File: config.mk
export PLATFORM = sky130hd
export DESIGN_NAME = pmod_i2c_arbiter_flat
export DESIGN_NICKNAME = d
export VERILOG_FILES = /design/src/rtl/pmod_i2c_arbiter_if.sv /design/src/rtl/pmod_i2c_arbiter.sv /design/src/flat_wrapper.sv
export SDC_FILE = /design/constraint.sdc
export NUM_CORES = 1
export LEC_CHECK = 0
export CELL_PAD_IN_SITES_DETAIL_PLACEMENT = 1
export CELL_PAD_IN_SITES_GLOBAL_PLACEMENT = 2
export CORE_ASPECT_RATIO = 0.6
export CORE_MARGIN = 8
export CORE_UTILIZATION = 23
export CTS_CLUSTER_DIAMETER = 50
export DETAILED_ROUTE_END_ITERATION = 10
export PLACE_DENSITY = 0.88
export SLEW_MARGIN = 20
export SYNTH_ARGS = -nofsm -noshare
export SYNTH_HDL_FRONTEND = slang
export SYNTH_SLANG_ARGS = --single-unit
export TNS_END_PERCENT = 30
File: constraint.sdc
create_clock -name clk_256fs -period 2.2 [get_ports clk_256fs]
set_input_delay 0.66 -clock clk_256fs [delete_from_list [all_inputs] [get_ports clk_256fs]]
set_output_delay 0.66 -clock clk_256fs [all_outputs]
set_load 0.05 [all_outputs]
File: src/rtl/pmod_i2c_arbiter_if.sv
// Requester and engine bus of the pmod I2C arbiter.
interface pmod_i2c_arbiter_if #(
    parameter int unsigned N_REQ = 4
);
    logic [N_REQ-1:0]   req;
    logic [7*N_REQ-1:0] req_dev;
    logic [8*N_REQ-1:0] req_reg;
    logic [8*N_REQ-1:0] req_wdata;
    logic [N_REQ-1:0]   req_rnw;
    logic [N_REQ-1:0]   grant;
    logic [N_REQ-1:0]   done;
    logic [7:0]         rsp_rdata;
    logic               rsp_err;
    logic               eng_start;
    logic [6:0]         eng_dev;
    logic [7:0]         eng_reg;
    logic [7:0]         eng_wdata;
    logic               eng_rnw;
    logic               eng_done;
    logic               eng_nack;
    logic [7:0]         eng_rdata;

    // Requesters plus engine: the environment around the arbiter
    modport master (
        output req, req_dev, req_reg, req_wdata, req_rnw,
        output eng_done, eng_nack, eng_rdata,
        input  grant, done, rsp_rdata, rsp_err,
        input  eng_start, eng_dev, eng_reg, eng_wdata, eng_rnw
    );

    // The arbiter itself
    modport slave (
        input  req, req_dev, req_reg, req_wdata, req_rnw,
        input  eng_done, eng_nack, eng_rdata,
        output grant, done, rsp_rdata, rsp_err,
        output eng_start, eng_dev, eng_reg, eng_wdata, eng_rnw
    );
endinterface

File: src/rtl/pmod_i2c_arbiter.sv
// Round-robin sharing of one I2C transaction engine, with per-transaction timeout.
module pmod_i2c_arbiter #(
    parameter int unsigned N_REQ          = 4,
    parameter int unsigned TIMEOUT_CYCLES = 65535
) (
    input  logic              clk_256fs,
    input  logic              rst_n,
    pmod_i2c_arbiter_if.slave bus
);
    localparam int unsigned PW = (N_REQ > 1) ? $clog2(N_REQ) : 1;
    localparam int unsigned CW = $clog2(TIMEOUT_CYCLES + 1);

    typedef enum logic [1:0] {
        S_IDLE     = 2'd0,
        S_ISSUE    = 2'd1,
        S_WAIT     = 2'd2,
        S_COMPLETE = 2'd3
    } state_t;

    state_t             r_state;
    state_t             w_state_nxt;

    logic [PW-1:0]      r_rr_ptr;
    logic [CW-1:0]      r_cnt;
    logic [N_REQ-1:0]   r_grant;
    logic [N_REQ-1:0]   r_done;
    logic [7:0]         r_rdata;
    logic               r_err;
    logic               r_start;
    logic [6:0]         r_dev;
    logic [7:0]         r_reg;
    logic [7:0]         r_wdata;
    logic               r_rnw;

    logic [PW-1:0]      w_rr_ptr_nxt;
    logic [CW-1:0]      w_cnt_nxt;
    logic [N_REQ-1:0]   w_grant_nxt;
    logic [N_REQ-1:0]   w_done_nxt;
    logic [7:0]         w_rdata_nxt;
    logic               w_err_nxt;
    logic               w_start_nxt;
    logic [6:0]         w_dev_nxt;
    logic [7:0]         w_reg_nxt;
    logic [7:0]         w_wdata_nxt;
    logic               w_rnw_nxt;

    logic               w_found;
    logic [PW-1:0]      w_win;
    logic [N_REQ-1:0]   w_win_oh;
    logic [6:0]         w_sel_dev;
    logic [7:0]         w_sel_reg;
    logic [7:0]         w_sel_wdata;
    logic               w_sel_rnw;

    // First pending requester after the last winner, wrapping modulo N_REQ
    always_comb begin
        w_found = 1'b0;
        w_win   = r_rr_ptr;
        for (int i = 1; i <= int'(N_REQ); i++) begin
            if (!w_found && bus.req[PW'((32'(r_rr_ptr) + 32'(i)) % N_REQ)]) begin
                w_found = 1'b1;
                w_win   = PW'((32'(r_rr_ptr) + 32'(i)) % N_REQ);
            end
        end
    end

    assign w_win_oh = {{(N_REQ-1){1'b0}}, 1'b1} << w_win;

    // Winner's transaction fields
    always_comb begin
        w_sel_dev   = '0;
        w_sel_reg   = '0;
        w_sel_wdata = '0;
        w_sel_rnw   = 1'b0;
        for (int k = 0; k < int'(N_REQ); k++) begin
            if (w_win == PW'(k)) begin
                w_sel_dev   = bus.req_dev[7*k +: 7];
                w_sel_reg   = bus.req_reg[8*k +: 8];
                w_sel_wdata = bus.req_wdata[8*k +: 8];
                w_sel_rnw   = bus.req_rnw[k];
            end
        end
    end

    // State register
    always_ff @(posedge clk_256fs) begin
        if (!rst_n) begin
            r_state <= S_IDLE;
        end else begin
            r_state <= w_state_nxt;
        end
    end

    // Next-state logic
    always_comb begin
        w_state_nxt = r_state;
        case (r_state)
            S_IDLE:     if (w_found) w_state_nxt = S_ISSUE;
            S_ISSUE:    w_state_nxt = S_WAIT;
            S_WAIT:     if (bus.eng_done || (r_cnt == '0)) w_state_nxt = S_COMPLETE;
            S_COMPLETE: w_state_nxt = S_IDLE;
            default:    w_state_nxt = S_IDLE;
        endcase
    end

    // Next values of the registered outputs and datapath; eng_done wins over expiry
    always_comb begin
        w_rr_ptr_nxt = r_rr_ptr;
        w_cnt_nxt    = r_cnt;
        w_grant_nxt  = r_grant;
        w_done_nxt   = '0;
        w_rdata_nxt  = r_rdata;
        w_err_nxt    = r_err;
        w_start_nxt  = 1'b0;
        w_dev_nxt    = r_dev;
        w_reg_nxt    = r_reg;
        w_wdata_nxt  = r_wdata;
        w_rnw_nxt    = r_rnw;
        case (r_state)
            S_IDLE: begin
                if (w_found) begin
                    w_grant_nxt  = w_win_oh;
                    w_rr_ptr_nxt = w_win;
                    w_dev_nxt    = w_sel_dev;
                    w_reg_nxt    = w_sel_reg;
                    w_wdata_nxt  = w_sel_wdata;
                    w_rnw_nxt    = w_sel_rnw;
                end
            end
            S_ISSUE: begin
                w_start_nxt = 1'b1;
                w_cnt_nxt   = CW'(TIMEOUT_CYCLES);
            end
            S_WAIT: begin
                if (bus.eng_done) begin
                    w_rdata_nxt = bus.eng_rdata;
                    w_err_nxt   = bus.eng_nack;
                    w_done_nxt  = r_grant;
                end else if (r_cnt == '0) begin
                    w_rdata_nxt = 8'h00;
                    w_err_nxt   = 1'b1;
                    w_done_nxt  = r_grant;
                end else begin
                    w_cnt_nxt = r_cnt - CW'(1);
                end
            end
            S_COMPLETE: begin
                w_grant_nxt = '0;
            end
            default: begin
                w_grant_nxt = '0;
            end
        endcase
    end

    // Output and datapath registers
    always_ff @(posedge clk_256fs) begin
        if (!rst_n) begin
            r_rr_ptr <= PW'(N_REQ - 1);
            r_cnt    <= '0;
            r_grant  <= '0;
            r_done   <= '0;
            r_rdata  <= '0;
            r_err    <= 1'b0;
            r_start  <= 1'b0;
            r_dev    <= '0;
            r_reg    <= '0;
            r_wdata  <= '0;
            r_rnw    <= 1'b0;
        end else begin
            r_rr_ptr <= w_rr_ptr_nxt;
            r_cnt    <= w_cnt_nxt;
            r_grant  <= w_grant_nxt;
            r_done   <= w_done_nxt;
            r_rdata  <= w_rdata_nxt;
            r_err    <= w_err_nxt;
            r_start  <= w_start_nxt;
            r_dev    <= w_dev_nxt;
            r_reg    <= w_reg_nxt;
            r_wdata  <= w_wdata_nxt;
            r_rnw    <= w_rnw_nxt;
        end
    end

    assign bus.grant     = r_grant;
    assign bus.done      = r_done;
    assign bus.rsp_rdata = r_rdata;
    assign bus.rsp_err   = r_err;
    assign bus.eng_start = r_start;
    assign bus.eng_dev   = r_dev;
    assign bus.eng_reg   = r_reg;
    assign bus.eng_wdata = r_wdata;
    assign bus.eng_rnw   = r_rnw;
endmodule

File: src/flat_wrapper.sv
// flat-port wrapper written by rule: the top's interface ports become plain ports
module pmod_i2c_arbiter_flat 
#(
    parameter int unsigned N_REQ          = 4,
    parameter int unsigned TIMEOUT_CYCLES = 65535
)
  (clk_256fs, rst_n, bus_req, bus_req_dev, bus_req_reg, bus_req_wdata, bus_req_rnw, bus_eng_done, bus_eng_nack, bus_eng_rdata, bus_grant, bus_done, bus_rsp_rdata, bus_rsp_err, bus_eng_start, bus_eng_dev, bus_eng_reg, bus_eng_wdata, bus_eng_rnw);
  pmod_i2c_arbiter_if #(.N_REQ(N_REQ)) bus_i ();
  input  logic clk_256fs;
  input  logic rst_n;
  input wire logic [$bits(bus_i.req)-1:0] bus_req;
  input wire logic [$bits(bus_i.req_dev)-1:0] bus_req_dev;
  input wire logic [$bits(bus_i.req_reg)-1:0] bus_req_reg;
  input wire logic [$bits(bus_i.req_wdata)-1:0] bus_req_wdata;
  input wire logic [$bits(bus_i.req_rnw)-1:0] bus_req_rnw;
  input wire logic [$bits(bus_i.eng_done)-1:0] bus_eng_done;
  input wire logic [$bits(bus_i.eng_nack)-1:0] bus_eng_nack;
  input wire logic [$bits(bus_i.eng_rdata)-1:0] bus_eng_rdata;
  output wire logic [$bits(bus_i.grant)-1:0] bus_grant;
  output wire logic [$bits(bus_i.done)-1:0] bus_done;
  output wire logic [$bits(bus_i.rsp_rdata)-1:0] bus_rsp_rdata;
  output wire logic [$bits(bus_i.rsp_err)-1:0] bus_rsp_err;
  output wire logic [$bits(bus_i.eng_start)-1:0] bus_eng_start;
  output wire logic [$bits(bus_i.eng_dev)-1:0] bus_eng_dev;
  output wire logic [$bits(bus_i.eng_reg)-1:0] bus_eng_reg;
  output wire logic [$bits(bus_i.eng_wdata)-1:0] bus_eng_wdata;
  output wire logic [$bits(bus_i.eng_rnw)-1:0] bus_eng_rnw;
  assign bus_i.req = bus_req;
  assign bus_i.req_dev = bus_req_dev;
  assign bus_i.req_reg = bus_req_reg;
  assign bus_i.req_wdata = bus_req_wdata;
  assign bus_i.req_rnw = bus_req_rnw;
  assign bus_i.eng_done = bus_eng_done;
  assign bus_i.eng_nack = bus_eng_nack;
  assign bus_i.eng_rdata = bus_eng_rdata;
  assign bus_grant = bus_i.grant;
  assign bus_done = bus_i.done;
  assign bus_rsp_rdata = bus_i.rsp_rdata;
  assign bus_rsp_err = bus_i.rsp_err;
  assign bus_eng_start = bus_i.eng_start;
  assign bus_eng_dev = bus_i.eng_dev;
  assign bus_eng_reg = bus_i.eng_reg;
  assign bus_eng_wdata = bus_i.eng_wdata;
  assign bus_eng_rnw = bus_i.eng_rnw;
  pmod_i2c_arbiter #(.N_REQ(N_REQ), .TIMEOUT_CYCLES(TIMEOUT_CYCLES)) u_core (.clk_256fs(clk_256fs), .rst_n(rst_n), .bus(bus_i));
endmodule
==> After elaboration in Yosys (flattened, before gate mapping) <==
Index checks and enable logic that the tools add are counted.
{ "word_totals": {"elab_cells": 98, "ff_bits": 62, "output_inout_bits": 42} }
{ "classes": {"mux": 47, "n_eq_ne": 10, "n_addsub": 5, "shifts": 1, "order_cmp": 4, "reduce_logical": 19} }
{ "op_table": {"columns": ["operator", "count"], "rows": [
  ["2-to-1 mux 8 bit", 10],
  ["2-to-1 mux 16 bit", 2],
  ["case mux 16 bit (2 select lines)", 1],
  ["2-to-1 mux 7 bit", 4],
  ["logical NOT 16 bit", 1],
  ["subtractor 16 x 1 -> 16 bit (second input constant)", 1],
  ["2-to-1 mux 1 bit", 15],
  ["< comparator 2 x 3 -> 1 bit (second input constant)", 4],
  ["2-to-1 mux 2 bit", 6],
  ["2-to-1 mux 4 bit", 3],
  ["AND reduction 2 bit", 5],
  ["binary-select mux 1 bit (select 2 bit)", 4],
  ["equality test 2 bit (second input constant)", 4],
  ["case mux 2 bit (4 select lines)", 1],
  ["case mux 4 bit (2 select lines)", 1],
  ["nonzero test 2 bit", 3],
  ["adder 2 x 1 -> 2 bit (second input constant)", 2],
  ["adder 2 bit (second input constant)", 2],
  ["equality test 2 x 1 -> 1 bit (second input constant)", 2],
  ["logical NOT 2 bit", 2],
  ["inequality test 2 x 1 -> 1 bit (second input constant)", 2],
  ["inequality test 2 bit (second input constant)", 2],
  ["left shift 1 x 2 -> 4 bit (first input constant)", 1],
  ["logical AND 1 bit", 3],
  ["other kinds (3)", 5]
]} }

==> Logic depth before layout (Yosys ltp) <==
{ "logic_depth": {"depth_word": 18, "mapped_depth": 8, "depth_no_buf": 7} }

==> Least setup slack after synthesis <==
Ideal clock, no wire load.
{ "synth_timing": {"path_type": "input -> register", "from": "input port bus_req[1]", "to": "register u_core.r_dev[2] (netlist: u_core.bus.eng_dev[2])", "arrival_ns": 1.812, "t_required_ns": 2.113, "setup_slack_ns": 0.301, "setup_ns": 0.087, "path_stages": 6, "path_cell_list": "o41ai_2 inv_1 nor2_4 buf_2 nand2_1 o31ai_1"} }
{ "synth_between": {"elab_chain_cells": 17, "elab_cells_between_ends": 31, "classes_between": "eq/ne (3); mux (20); reduce/logical (8)"} }
{ "synth_lines": {"columns": ["element", "line", "rtl"], "rows": [
  ["start, declared", "flat_wrapper.sv:11", "input wire logic [$bits(bus_i.req)-1:0] bus_req;"],
  ["binary-select mux 1 bit (select 2 bit)", "pmod_i2c_arbiter.sv:60", "if (!w_found && bus.req[PW'((32'(r_rr_ptr) + 32'(i)) % N_REQ)]) begin"],
  ["2-to-1 mux 1 bit (not written as such)", "pmod_i2c_arbiter.sv:60", null],
  ["2-to-1 mux 1 bit", "pmod_i2c_arbiter.sv:60", null],
  ["logical NOT 1 bit", "pmod_i2c_arbiter.sv:60", null],
  ["logical AND 1 bit", "pmod_i2c_arbiter.sv:60", null],
  ["2-to-1 mux 1 bit", "pmod_i2c_arbiter.sv:60", null],
  ["logical NOT 1 bit", "pmod_i2c_arbiter.sv:60", null],
  ["logical AND 1 bit", "pmod_i2c_arbiter.sv:60", null],
  ["2-to-1 mux 1 bit", "pmod_i2c_arbiter.sv:60", null],
  ["logical NOT 1 bit", "pmod_i2c_arbiter.sv:60", null],
  ["logical AND 1 bit", "pmod_i2c_arbiter.sv:60", null],
  ["2-to-1 mux 2 bit", "pmod_i2c_arbiter.sv:60", null],
  ["logical NOT 2 bit", "pmod_i2c_arbiter.sv:76", "if (w_win == PW'(k)) begin"],
  ["2-to-1 mux 7 bit (4 in a row)", "pmod_i2c_arbiter.sv:76", null],
  ["end signal, assigned", "pmod_i2c_arbiter.sv:178", "r_dev <= w_dev_nxt;"],
  ["end, declared", "pmod_i2c_arbiter.sv:30", "logic [6:0] r_dev;"]
]} }
Parallel ways exist; a longest one is shown, timed or not. The select of a mux whose other input is x is not followed.
A chain may end at the register's enable or synchronous reset.

==> Final worst setup path <==
{ "layout_timing": {"from": "register u_core.r_wdata[2] (netlist: u_core.bus.eng_wdata[2])", "to": "output port bus_eng_wdata[2]"} }
{ "layout_rtl": {"columns": ["element", "line", "rtl"], "rows": [
  ["start, declared", "pmod_i2c_arbiter.sv:32", "logic [7:0] r_wdata;"],
  ["start signal, assigned", "pmod_i2c_arbiter.sv:180", "r_wdata <= w_wdata_nxt;"],
  ["end, declared", "flat_wrapper.sv:26", "output wire logic [$bits(bus_i.eng_wdata)-1:0] bus_eng_wdata;"]
]} }
No word-level cell between the ends.

==> impl_results.md <==
- FMAX: 0.464 GHz
- Share of cells above drive strength 1: 0.196
- Startpoint type of the worst setup path: register
- Commonest register cell after synthesis: dfxtp_1
- Clk Latency, worst-skew pair: roughly 0.33 ns
- Worst EP arrival: ~1.5 ns
- Warnings, synthesis: 0
- Final ANT Viol Nets: 0
- Crit end category: output pin
- Most common cell in the synthesized netlist: dfxtp_1
- Clk pin slew, worst setup/hold paths: 0.06 ns
- Synth area leader: dfxtp_1
- Top-area cell type share of the netlist area: 0.389
- Die area: 18,000 sq um
- Cells on Worst Hold Path: 2
- H-tree depth: 3
- Critical path type: register to output pin
- IO buf count: 153
- Reg2reg setup slack: roughly 0.17 ns
- Fillers: about 1,500
- Total I/O pin count: 154
- Top post-synthesis cells by area: dfxtp_1 39%, a211oi_1 6.4%, o31ai_1 5.7%
- TritonRoute pass-1 iters: 4
- Area Overhead vs Synth: 78.3%
- Syn Std Cell Area: approximately 3200 sq um
- First-pass GRT wire length: around 22 mm
- RR Endpoint: u_core.bus.rsp_rdata[7]
- R2R Path Start: u_core.r_cnt[0]
- DIE HEIGHT: 107 microns
- Gate Count Post-Synth: approximately 350
- Drt total wl: about 15 mm
- Initial antenna violation count: 0
- Syn_area_per_cell: around 9.1 sq um
- Fin crit period: around 2.2 ns
- Post-synth top cells: 62 x dfxtp_1, 36 x nand2_1, 28 x and3_1, 27 x a211oi_1
- Buf/Inv on CP: 1
- Max FFs per register: 16
- Setup violations, final: 0
- Levels on crit path: 1
- Hpwl dp: around 11 mm
- Cell family with most CP delay: buffers and inverters
- Initial core utilization: 0.235
- Max clock buf depth: 2
- Total track usage: 0.151
- Clock Skew: roughly 0.0066 ns
- CP max stage delay: between 0.8 and 0.9 ns
- CTS sink count: 62
- Hold Crit Endpoint: u_core.bus.eng_dev[1]
- Cell Pwr Density: 1420 nW/um^2
- Status: completed
- # DRC: 0
- Max FO, Critical Path: 2
- GRT overflow: 0
- Vias in the first global route: 3,836
- R2R depth: 7
- Slowest CP cell: clkdlybuf4s50_1
- CTS tree: yes
- Count of cell types in the netlist: about 60
- Iteration-0 DRC Markers: about 150
- Maximum Capacitance Violations: 0
- Largest net degree at the start of global routing: 26
- Fin crit share: 0.979
- Worst slew margin: 0.631
- Crit path required time: approximately 1.5 ns
- Worst hold slack: between 0.4 and 0.5 ns
- Clk Tree Root Cell: clkbuf_16
- VDD IR-drop max: between 0.0004 and 0.0005 V
- Number of synthesized flops with an enable pin: 0
- # nets final: roughly 660
- Ys async rst share: 0
- Synth Register Bits: 62
- Via/cell ratio: between 4 and 5
- Routability cong.: around 0.8
- Worst Min Path Start: u_core.bus.eng_dev[1]
- Placement Rows: 33
- Pleak: 2.38 nW
- Final Hold Fails: 0
- Synthesized net count: 470
- Die W: ~170 microns
- Reg with most FFs: u_core.r_cnt
- TritonCTS buffer count: 9
- Final Max Tran Viols: 0
- Routed WL per cell: between 20 and 25 microns
- Vias: about 3,500
- Final worst slack: around 0.045 ns
- Hold Path Class: register to register
- Slew @ Worst Pin: approximately 0.55 ns
- Setup Slack @ Placement: -0.348 ns
- Seq/Total Area, Yosys: 0.389
- CORE AREA: ~14,000 sq um
- N_diodes: 0
- Critical path cell sequence: clkdlybuf4s50_1
report_power, final:
group	internal [mW]	switching [mW]
Clock	1.14	0.547
Combinational	1.84	2.59
Sequential	1.55	0.387
layout make-up:
type,instances,area [sq um],share of cell area
well taps,175,219,0.0385
flip-flops and latches,62,1240,0.218
inverters,9,33.8,0.00594
multi-input cells,257,1820,0.320
clock buffers,11,243,0.0427
clock inverters,5,106,0.0187
repair buffers,198,2020,0.356
worst min-delay path: stages (launching register included):
cell	delay (ns)
dfxtp_1	0.33
nand2_1	0.05
o31ai_1	0.05
placed cells by master (no fill, tap or decap), types with 6 or more instances in the layout:
master,n
a21oi_1,17
ha_1,6
buf_4,51
clkbuf_16,14
o31ai_1,24
o22ai_1,24
nand2_1,36
nor2_1,7
buf_12,7
inv_1,9
dlymetal6s2s_1,8
a211oi_1,25
dfxtp_1,62
a22o_1,10
nand3_1,7
xor2_1,7
nor3_1,7
clkdlybuf4s50_1,123
and3_1,28
metrics by stage:
| step | util | cells | setup TNS [ns] | power (mW) | area [sq um] |
|---|---|---|---|---|---|
| final | 0.418 | 717 | 0 | 8.06 | 5680 |
| after global routing | 0.418 | 717 | -0.0153 | 8.51 | 5680 |
| after CTS | 0.400 | 706 | 0 | 7.81 | 5440 |
| after detailed placement | 0.374 | 690 | -8.28 | 6.05 | 5080 |
| after global placement | 0.374 | 690 | -6.58 | 5.91 | 5080 |
| after floorplan | - | 352 | 0 | 4.52 | 3190 |
per-layer routing:
layer | GRT usage | share of wire | up-vias | wire length [microns]
li1 | - | - | 1709 | -
met1 | 0.187 | 0.47 | 1716 | 6850
met2 | 0.254 | 0.47 | 80 | 6820
met3 | 0.0477 | 0.051 | 9 | 740
met4 | 0.0361 | 0.0078 | 0 | 114
met5 | 0 | 0 | - | 0
kinds of logic after synthesis:
family,count (synthesis),share of synthesized area
and+or+nand+nor,116,0.208
buffers and inverters,33,0.0569
xor gates and xnor gates,10,0.0275
adders and majority gates,6,0.0235
AOI/OAI and AO/OA,124,0.292
DFF,62,0.389
muxes,1,0.00314
worst max path at each step:
stage,end,start
after floorplan,u_core.bus.eng_dev[2],bus_req[1]
after global placement,u_core.bus.eng_dev[5],bus_req[2]
after detailed placement,u_core.bus.eng_reg[3],bus_req[3]
after CTS,u_core.bus.eng_reg[3],bus_req[1]
after global routing,bus_eng_wdata[2],u_core.bus.eng_wdata[2]
final,bus_eng_wdata[2],u_core.bus.eng_wdata[2]
what timing repair did:
item	CTS	global route
pin swaps	0	6
resized for setup	1	20
buffers inserted	0	6
gates cloned	0	5
endpoints found under the setup margin	1	32
hold buffers	0	0
Note: power is estimated with default switching activity, not from simulation.
